**config.mk**
```make
export PLATFORM = sky130hd
export DESIGN_NAME = aes_key_expand
export DESIGN_NICKNAME = d
export VERILOG_FILES = /design/src/rtl/aes_key_expand_pkg.sv /design/src/rtl/aes_key_round.sv /design/src/rtl/aes_key_expand.sv
export SDC_FILE = /design/constraint.sdc
export NUM_CORES = 2
export LEC_CHECK = 0
export CAP_MARGIN = 20
export CORE_AREA = 4 4 596 598
export DETAILED_ROUTE_END_ITERATION = 8
export DIE_AREA = 0 0 600 602
export PLACE_DENSITY = 0.48
export SYNTH_ARGS = -nofsm -noshare
export SYNTH_HDL_FRONTEND = slang
export SYNTH_SLANG_ARGS = --single-unit
```
**constraint.sdc**
```tcl
create_clock -name clk -period 5.6 [get_ports clk]
set_input_delay 1.68 -clock clk [delete_from_list [all_inputs] [get_ports clk]]
set_output_delay 1.68 -clock clk [all_outputs]
set_load 0.05 [all_outputs]
```
**src/rtl/aes_key_expand_pkg.sv**
```systemverilog
// Shared AES definitions: round count, key-schedule FSM states, S-box, GF(2^8) doubling.
package aes_key_expand_pkg;

  localparam int NR_AES = 10;

  typedef enum logic {
    ST_IDLE = 1'b0,
    ST_RUN  = 1'b1
  } key_state_e;

  localparam logic [7:0] AES_SBOX [256] = '{
    8'h63, 8'h7c, 8'h77, 8'h7b, 8'hf2, 8'h6b, 8'h6f, 8'hc5, 8'h30, 8'h01, 8'h67, 8'h2b, 8'hfe, 8'hd7, 8'hab, 8'h76,
    8'hca, 8'h82, 8'hc9, 8'h7d, 8'hfa, 8'h59, 8'h47, 8'hf0, 8'had, 8'hd4, 8'ha2, 8'haf, 8'h9c, 8'ha4, 8'h72, 8'hc0,
    8'hb7, 8'hfd, 8'h93, 8'h26, 8'h36, 8'h3f, 8'hf7, 8'hcc, 8'h34, 8'ha5, 8'he5, 8'hf1, 8'h71, 8'hd8, 8'h31, 8'h15,
    8'h04, 8'hc7, 8'h23, 8'hc3, 8'h18, 8'h96, 8'h05, 8'h9a, 8'h07, 8'h12, 8'h80, 8'he2, 8'heb, 8'h27, 8'hb2, 8'h75,
    8'h09, 8'h83, 8'h2c, 8'h1a, 8'h1b, 8'h6e, 8'h5a, 8'ha0, 8'h52, 8'h3b, 8'hd6, 8'hb3, 8'h29, 8'he3, 8'h2f, 8'h84,
    8'h53, 8'hd1, 8'h00, 8'hed, 8'h20, 8'hfc, 8'hb1, 8'h5b, 8'h6a, 8'hcb, 8'hbe, 8'h39, 8'h4a, 8'h4c, 8'h58, 8'hcf,
    8'hd0, 8'hef, 8'haa, 8'hfb, 8'h43, 8'h4d, 8'h33, 8'h85, 8'h45, 8'hf9, 8'h02, 8'h7f, 8'h50, 8'h3c, 8'h9f, 8'ha8,
    8'h51, 8'ha3, 8'h40, 8'h8f, 8'h92, 8'h9d, 8'h38, 8'hf5, 8'hbc, 8'hb6, 8'hda, 8'h21, 8'h10, 8'hff, 8'hf3, 8'hd2,
    8'hcd, 8'h0c, 8'h13, 8'hec, 8'h5f, 8'h97, 8'h44, 8'h17, 8'hc4, 8'ha7, 8'h7e, 8'h3d, 8'h64, 8'h5d, 8'h19, 8'h73,
    8'h60, 8'h81, 8'h4f, 8'hdc, 8'h22, 8'h2a, 8'h90, 8'h88, 8'h46, 8'hee, 8'hb8, 8'h14, 8'hde, 8'h5e, 8'h0b, 8'hdb,
    8'he0, 8'h32, 8'h3a, 8'h0a, 8'h49, 8'h06, 8'h24, 8'h5c, 8'hc2, 8'hd3, 8'hac, 8'h62, 8'h91, 8'h95, 8'he4, 8'h79,
    8'he7, 8'hc8, 8'h37, 8'h6d, 8'h8d, 8'hd5, 8'h4e, 8'ha9, 8'h6c, 8'h56, 8'hf4, 8'hea, 8'h65, 8'h7a, 8'hae, 8'h08,
    8'hba, 8'h78, 8'h25, 8'h2e, 8'h1c, 8'ha6, 8'hb4, 8'hc6, 8'he8, 8'hdd, 8'h74, 8'h1f, 8'h4b, 8'hbd, 8'h8b, 8'h8a,
    8'h70, 8'h3e, 8'hb5, 8'h66, 8'h48, 8'h03, 8'hf6, 8'h0e, 8'h61, 8'h35, 8'h57, 8'hb9, 8'h86, 8'hc1, 8'h1d, 8'h9e,
    8'he1, 8'hf8, 8'h98, 8'h11, 8'h69, 8'hd9, 8'h8e, 8'h94, 8'h9b, 8'h1e, 8'h87, 8'he9, 8'hce, 8'h55, 8'h28, 8'hdf,
    8'h8c, 8'ha1, 8'h89, 8'h0d, 8'hbf, 8'he6, 8'h42, 8'h68, 8'h41, 8'h99, 8'h2d, 8'h0f, 8'hb0, 8'h54, 8'hbb, 8'h16
  };

  // Multiply by x in GF(2^8) modulo the AES polynomial; advances Rcon each round.
  function automatic logic [7:0] xtime(input logic [7:0] b);
    return {b[6:0], 1'b0} ^ (b[7] ? 8'h1b : 8'h00);
  endfunction

endpackage

```
**src/rtl/aes_key_round.sv**
```systemverilog
// One combinational AES-128 key-schedule step: previous round key + Rcon -> next round key.
module aes_key_round
  import aes_key_expand_pkg::*;
(
  input  logic [127:0] prev,
  input  logic [7:0]   rcon,
  output logic [127:0] next
);

  logic [31:0] w0, w1, w2, w3;
  logic [31:0] rot_w, sub_w, temp_w;
  logic [31:0] n0, n1, n2, n3;

  // w0 is the most significant word, matching FIPS-197 byte order of the key.
  assign w0 = prev[127:96];
  assign w1 = prev[95:64];
  assign w2 = prev[63:32];
  assign w3 = prev[31:0];

  assign rot_w = {w3[23:0], w3[31:24]};

  for (genvar gi = 0; gi < 4; gi++) begin : g_sbox
    assign sub_w[8*gi +: 8] = AES_SBOX[rot_w[8*gi +: 8]];
  end

  assign temp_w = sub_w ^ {rcon, 24'h000000};

  // Each new word depends on the one just produced, forming a ripple chain.
  assign n0 = w0 ^ temp_w;
  assign n1 = w1 ^ n0;
  assign n2 = w2 ^ n1;
  assign n3 = w3 ^ n2;

  assign next = {n0, n1, n2, n3};

endmodule

```
**src/rtl/aes_key_expand.sv**
```systemverilog
// Iterative AES-128 key expansion: one round key per cycle into a full schedule register.
module aes_key_expand #(
  parameter int NR_AES = aes_key_expand_pkg::NR_AES
) (
  input  logic                          clk,
  input  logic                          rst,
  input  logic                          start,
  input  logic [127:0]                  key,
  output logic                          busy,
  output logic                          done,
  output logic                          valid,
  output logic [128*(NR_AES+1)-1:0]     expandedKey
);
  import aes_key_expand_pkg::*;

  key_state_e   state_q, state_d;
  logic [3:0]   cnt_q, cnt_d;
  logic [7:0]   rcon_q, rcon_d;
  logic         valid_q, valid_d;
  logic         done_q, done_d;
  logic [127:0] slot_q [NR_AES+1];
  logic [127:0] slot_d [NR_AES+1];

  logic [127:0] prev_key;
  logic [127:0] next_key;
  logic         accept;
  logic         last_round;

  assign accept     = (state_q == ST_IDLE) && start;
  assign last_round = (cnt_q == 4'(NR_AES));

  // Select the round key that feeds this cycle's step (slot cnt-1).
  always_comb begin
    prev_key = slot_q[0];
    for (int i = 1; i <= NR_AES; i++) begin
      if (cnt_q == 4'(i)) prev_key = slot_q[i-1];
    end
  end

  aes_key_round u_round (
    .prev (prev_key),
    .rcon (rcon_q),
    .next (next_key)
  );

  // State register plus all schedule storage; reset wins over any start.
  always_ff @(posedge clk) begin
    if (rst) begin
      state_q <= ST_IDLE;
      cnt_q   <= 4'd0;
      rcon_q  <= 8'h01;
      valid_q <= 1'b0;
      done_q  <= 1'b0;
      for (int i = 0; i <= NR_AES; i++) slot_q[i] <= '0;
    end else begin
      state_q <= state_d;
      cnt_q   <= cnt_d;
      rcon_q  <= rcon_d;
      valid_q <= valid_d;
      done_q  <= done_d;
      slot_q  <= slot_d;
    end
  end

  // Next-state: start is only looked at in IDLE; RUN leaves after writing the last slot.
  always_comb begin
    state_d = state_q;
    case (state_q)
      ST_IDLE: if (start) state_d = ST_RUN;
      ST_RUN:  if (last_round) state_d = ST_IDLE;
      default: state_d = ST_IDLE;
    endcase
  end

  // Counter, Rcon, slot and status updates for load and round steps.
  always_comb begin
    cnt_d   = cnt_q;
    rcon_d  = rcon_q;
    valid_d = valid_q;
    done_d  = 1'b0;
    slot_d  = slot_q;
    if (accept) begin
      cnt_d     = 4'd1;
      rcon_d    = 8'h01;
      valid_d   = 1'b0;
      slot_d[0] = key;
      for (int i = 1; i <= NR_AES; i++) slot_d[i] = '0;
    end else if (state_q == ST_RUN) begin
      for (int i = 1; i <= NR_AES; i++) begin
        if (cnt_q == 4'(i)) slot_d[i] = next_key;
      end
      rcon_d = xtime(rcon_q);
      if (last_round) begin
        // Counter parks at NR_AES; it is reloaded by the next accepted start.
        valid_d = 1'b1;
        done_d  = 1'b1;
      end else begin
        cnt_d = cnt_q + 4'd1;
      end
    end
  end

  // Outputs: busy follows the state, done/valid come straight from their flops.
  always_comb begin
    busy  = (state_q == ST_RUN);
    done  = done_q;
    valid = valid_q;
  end

  for (genvar gi = 0; gi <= NR_AES; gi++) begin : g_pack
    assign expandedKey[128*gi +: 128] = slot_q[gi];
  end

endmodule
```
Yosys cells after proc, flatten, opt, wreduce, memory -nomap -nowiden:

Memories as Yosys holds them, arrays and structs flattened.
Cells that the tools add are included.

* bits in latches: 0
* memory bits (read-only): 8192
* bits in writable memories: 0
* output and inout bits: 1411
* flip-flop bits (word level): 1423
* memories: 4

Memories
* (no name shown): depth 256, width 8, read ports 1, clocked after memory_dff 0, wr ports 0, line aes_key_round.sv:23 `assign sub_w[8*gi +: 8] = AES_SBOX[rot_w[8*gi +: 8]];`
* (no name shown): depth 256, width 8, read ports 1, clocked after memory_dff 0, wr ports 0, line aes_key_round.sv:23
* (no name shown): depth 256, width 8, read ports 1, clocked after memory_dff 0, wr ports 0, line aes_key_round.sv:23
* (no name shown): depth 256, width 8, read ports 1, clocked after memory_dff 0, wr ports 0, line aes_key_round.sv:23

* shifts and indexed selects: 0
* divide/modulo/power cells: 0
* equal/unequal tests: 11
* order comparisons: 4
* $add $sub $neg: 1
* multiply operators: 0
* reduce and logical (&&, ||, !) cells: 16
* mux-type cells: 25
* bitwise logic cells: 12

Operators with widths (count)
* 128-bit 2-to-1 mux: 9
* 32-bit XOR: 5
* 8-bit 2-to-1 mux: 8
* 9-bit >= comparator (second input constant): 4
* 8-bit inverter with 9-bit output: 4
* 2-bit AND reduction: 12
* 4-bit by 3-bit == test with 1-bit output (second input constant): 4
* 4-bit == test (second input constant): 3
* 4-bit by 2-bit == test with 1-bit output (second input constant): 2
* 8-bit by 5-bit XOR with 8-bit output: 1
* 1-bit 2-to-1 mux: 6
* 5-bit 2-to-1 mux: 1
* 4-bit by 1-bit adder with 4-bit output (second input constant): 1
* 4-bit by 1-bit == test with 1-bit output (second input constant): 1
* 3-bit OR reduction: 1
* 2-bit != test (second input constant): 1
* 1-bit inverter: 2
* 1-bit one-hot mux with 2 select lines: 1
* 2-bit nonzero test: 1
* 2-bit OR reduction: 1
* 1-bit logical AND: 1

Longest topological paths before layout:

* depth in word-level cells: 19
* depth in mapped cells: 28

Hierarchy:

Synthesis repeated with hierarchy kept, for this count alone.

* cells, all modules: 11122
* area total of the unflattened synthesis: 79344.8 µm²

Modules (own cells, without submodules)
* aes_key_expand: seq. area each 28487.3 µm², cells an instance 8756, instances 1, area an instance 63031.7 µm²
* aes_key_round: seq. area each 0.0 µm², cells an instance 2366, instances 1, area an instance 16313.1 µm²

Least setup slack after synthesis:

Ideal clock, no wire load.

* path kind: register to register
* start point: reg cnt_q[0]
* end point: reg slot_q, in the netlist expandedKey[901]
* stages on the path, launching flop included: 27
* slack: 0.132 ns
* path buffers: 8
* clock period less this slack: 5.468 ns
* required time: 5.478 ns
* data arrival time: 5.346 ns
* cell sequence: dfxtp_1 inv_1 ha_1 buf_4 buf_6 buf_4 buf_4 buf_4 a21o_1 a31oi_1 o32ai_1 o211a_2 inv_1 buf_2 buf_2 ha_1 inv_1 a2111oi_0 a211oi_1 a311oi_1 a21oi_1 a222oi_1 a22oi_2 xnor2_2 buf_2 nor3_1 a221o_1

* longest elaborated chain between the ends: 19
* elaborated cells on any way between the ends: 28
* those cells by class: eq/ne: 9; mux: 11; bitwise: 6; reduce/logical: 1; memory: 1

Ends and longest elaborated chain
* start: declaration: line aes_key_expand.sv:17 `logic [3:0] cnt_q, cnt_d;`
* start signal: assignment: line aes_key_expand.sv:57 `cnt_q <= cnt_d;`
* 4-bit by 2-bit == test with 1-bit output: line aes_key_expand.sv:36 `if (cnt_q == 4'(i)) prev_key = slot_q[i-1];`
* 128-bit 2-to-1 mux (9 in series): line aes_key_expand.sv:36
* 8-bit inverter with 9-bit output (not written as such): line aes_key_round.sv:23
* memory read 256 x 8 bit
* 8-bit 2-to-1 mux (not written as such) (2 in series): line aes_key_round.sv:23
* 32-bit XOR: line aes_key_round.sv:26 `assign temp_w = sub_w ^ {rcon, 24'h000000};`
* 32-bit XOR: line aes_key_round.sv:29 `assign n0 = w0 ^ temp_w;`
* 32-bit XOR: line aes_key_round.sv:30 `assign n1 = w1 ^ n0;`
* 32-bit XOR: line aes_key_round.sv:31 `assign n2 = w2 ^ n1;`
* 32-bit XOR: line aes_key_round.sv:32 `assign n3 = w3 ^ n2;`
* end signal: assignment: line aes_key_expand.sv:61 `slot_q <= slot_d;`
* end: declaration: line aes_key_expand.sv:21 `logic [127:0] slot_q [NR_AES+1];`

Several ways; a longest one is shown, not always the timed one. The select of a mux whose other input is x is not followed.
A chain may end at the register's enable or synchronous reset.

Worst setup path after layout:

* start point: reg cnt_q[0]
* end point: reg slot_q, in the netlist expandedKey[1176]

The elaborated chain is that of the path after synthesis.

==> metrics.txt <==
status finished, violations left; failing checks setup timing; Pre-Repair DR Iteration Count 6; Setup Skew approximately 0.086 ns; Storage cell area 28,500 um2; fin worst setup slack -0.00264 ns; clock sinks 1,423; Yosys cell types roughly 120; Core ar. around 350,000 um2; clk buf depth 4; TritonCTS clock tree built; Pint 22.4 mW; Top FF cell, synth dfxtp_1; crit end category register; worst slew pin tran 1.37 ns; cell with the most instances after synthesis nand2_1; worst rel slew slack 7.85%; drt via density 5.66; IO Port Bufs 1,541; share of layout cells above drive strength 1 17.1%; NetSw 15.5 mW; share of flip-flops with an asynchronous set or reset 0%; top cells by area, synth dfxtp_1 37%, nand2_1 8.2%, a21oi_1 7.4%; vias 96,300; die extent in x 600 um; logic gate share of total power 39.6%; hpwl dp approximately 540,000 um; final period demand of the worst path roughly 5.6 ns; number of enable flip-flop cells after synthesis 0; CTS Buf Count 179; Layout Cells excl Fill 17,000; Synth Warn # 0; Setup WS pre-CTS -0.555 ns; synthesized net count 10,400; Pins Over Slew Limit 0; # H-tree levels 4; leading area contributor after synthesis dfxtp_1; DIE HEIGHT 602 um; Congestion Overflow GR 0; R2R cell count 17; sequential fraction of the synthesis area 37.5%; commonest cells in the netlist 1,660 x nand2_1, 1,423 x dfxtp_1, 1,118 x a21oi_1, 1,070 x nor2_1, 908 x o21ai_0; sequential power share 27.4%; Arr. time, crit path 6.37 ns; pin count of the biggest net entering global routing 130; placement row count 217; clock root buffer master clkbuf_16; Cells after Synth just over 10,000; Final Cell Area approximately 110,000 um2; Clk network pwr share 33.0%; clock transition time at the flip-flop clock pins of the worst setup and hold paths 0.06 ns; placed insts 16,600; setup TNS -0.00264 ns; Hold Crit Class register to register; vias in the first global route 88,100; proportion of netlist area held by the largest area contributor 37.5%; # IOs 1,542; MaxCap Viol Count 0; area grow syn2layout 50.3%; count of state elements after synthesis 1,423; Hold Path Depth 2; multi-input logic area about 45,000 um2; Cell Area, Synth ~76,000 um2; gr usage total 36.5%; Worst Path Class, Setup register to register; die area 361,000 um2; first-pass GRT wire length 898,000 um; initial antenna violation count between 70 and 80; syn_area_per_cell 7.47 um2; PnR Total Power about 38 mW; nets@finish 12,400; Placed Area 107,000 um2; fillers 37,100; Initial Util between 20% and 30%; nature of the critical path startpoint register; DR iter-0 viols 14,000; gp weighted congestion approximately 1.0; clk_lat worst skew just over 0.9 ns; PwrDens roughly 330 nW/um2; final worst-path cycle share 100%; VDD IR-drop max 0.000253 V; final setup fails 1; RSZ-0062 raised after global routing true; Avg WL per Cell 40.8 um; leak pwr approximately 41 nW; drt total wl ~700,000 um; Switching Share 40.9%; Post-route DRC 0; Max Clk Rate roughly 180 MHz; crit path max fanout 25; hold violation total from the final report 0; Worst Path Required 6.37 ns; post-route ant nets 0
flip-flops by register name (all words and copies together) (netlist names):
register / count
cnt_q: 4
expandedKey: 1408
done: 1
rcon_q: 8
valid: 1
busy: 1
worst paths after layout:
| path | start | end | slack (ns) |
|---|---|---|---|
| worst max register to register | cnt_q[0] | expandedKey[1176] | -0.003 |
| worst min register to register | expandedKey[1331] | expandedKey[1331] | 0.46 |
| worst max-delay path | cnt_q[0] | expandedKey[1176] | -0.003 |
| worst min-delay path | expandedKey[1331] | expandedKey[1331] | 0.46 |
what timing repair did:
action	4_1_cts	5_1_grt
gates cloned	0	3
buffers inserted	7	11
gates resized for setup	14	101
pin swaps	6	20
hold buffers	0	0
endpoints found under the setup margin	131	558
worst max-delay path: stages, from the launching register on:
cell and delay [ns]:
dfxtp_1 0.32, inv_1 0.12, ha_4 0.24, or3b_4 0.68
buf_4 0.44, nand2_1 0.09, nand3_1 0.11, o211ai_1 0.19
a21oi_1 0.44, a21oi_1 0.06, o21ai_0 1.05, a21oi_1 0.19
buf_4 0.24, xnor2_1 0.28, o21ai_0 0.13, nand2_1 0.17
o221ai_4 0.18, a2111oi_0 0.47
cell usage in the layout, fill, tap and decap left out, drive strengths merged, types with 260 or more instances in the layout:
cell	n
nand2	1660
o21ai	925
buf	1440
clkdlybuf4s50	1523
dfxtp	1423
a211oi	419
a21oi	1120
clkbuf	260
nor2	1071
nand3	360
power groups by stage:
stage	sequential [mW]	combinational [mW]	clock (mW)
after CTS	10.4	14.5	12.6
after global placement	10.6	14.5	0
final	10.4	15.0	12.5
after floorplan	10.9	4.42	0
after detailed placement	10.6	14.4	0
after global routing	10.4	15.1	13.0
logic make-up (layout without fill, tap and decap cells):
logic type | after synthesis | after routing | synth area share [%]
AO/OA/AOI/OAI | 3720 | 3721 | 31.5
XOR/XNOR | 210 | 210 | 2.89
adder cells (fa/ha/maj) | 57 | 57 | 0.938
buffers and inverters | 1136 | 3343 | 6.44
flip-flops | 1423 | 1423 | 37.5
multiplexers | 68 | 68 | 0.953
other | 0 | 39 | 0
AND/OR/NAND/NOR | 3561 | 3561 | 19.8
metal layers:
layer / vias to the layer above / track usage [%] / share of wire [%]
met2: 6084 / 54.3 / 42
met4: 14 / 28.4 / 9.8
li1: 41100 / - / -
met3: 1304 / 8.01 / 9.2
met1: 47900 / 45.6 / 39
met5: - / 0 / 0.012
metrics by stage:
| step | utilization [%] | hold slack, ns |
|---|---|---|
| 2_1_floorplan | - | 0.481 |
| 3_3_place_gp | 30.7 | 0.441 |
| 3_5_place_dp | 30.7 | 0.450 |
| 4_1_cts | 32.5 | 0.459 |
| 5_1_grt | 32.7 | 0.479 |
| 6_report | 32.7 | 0.458 |
layout make-up:
class                      count  share of cell area (%)
antenna                       39                  0.0854
clock buffer                 258                    4.54
clock inverter                66                   0.823
inverter                      54                   0.181
multi-input combinational   7617                    39.0
sequential                  1423                    24.9
tap                         4599                    5.04
timing repair buffer        2965                    25.4
Power figures use the tool's default switching activity.
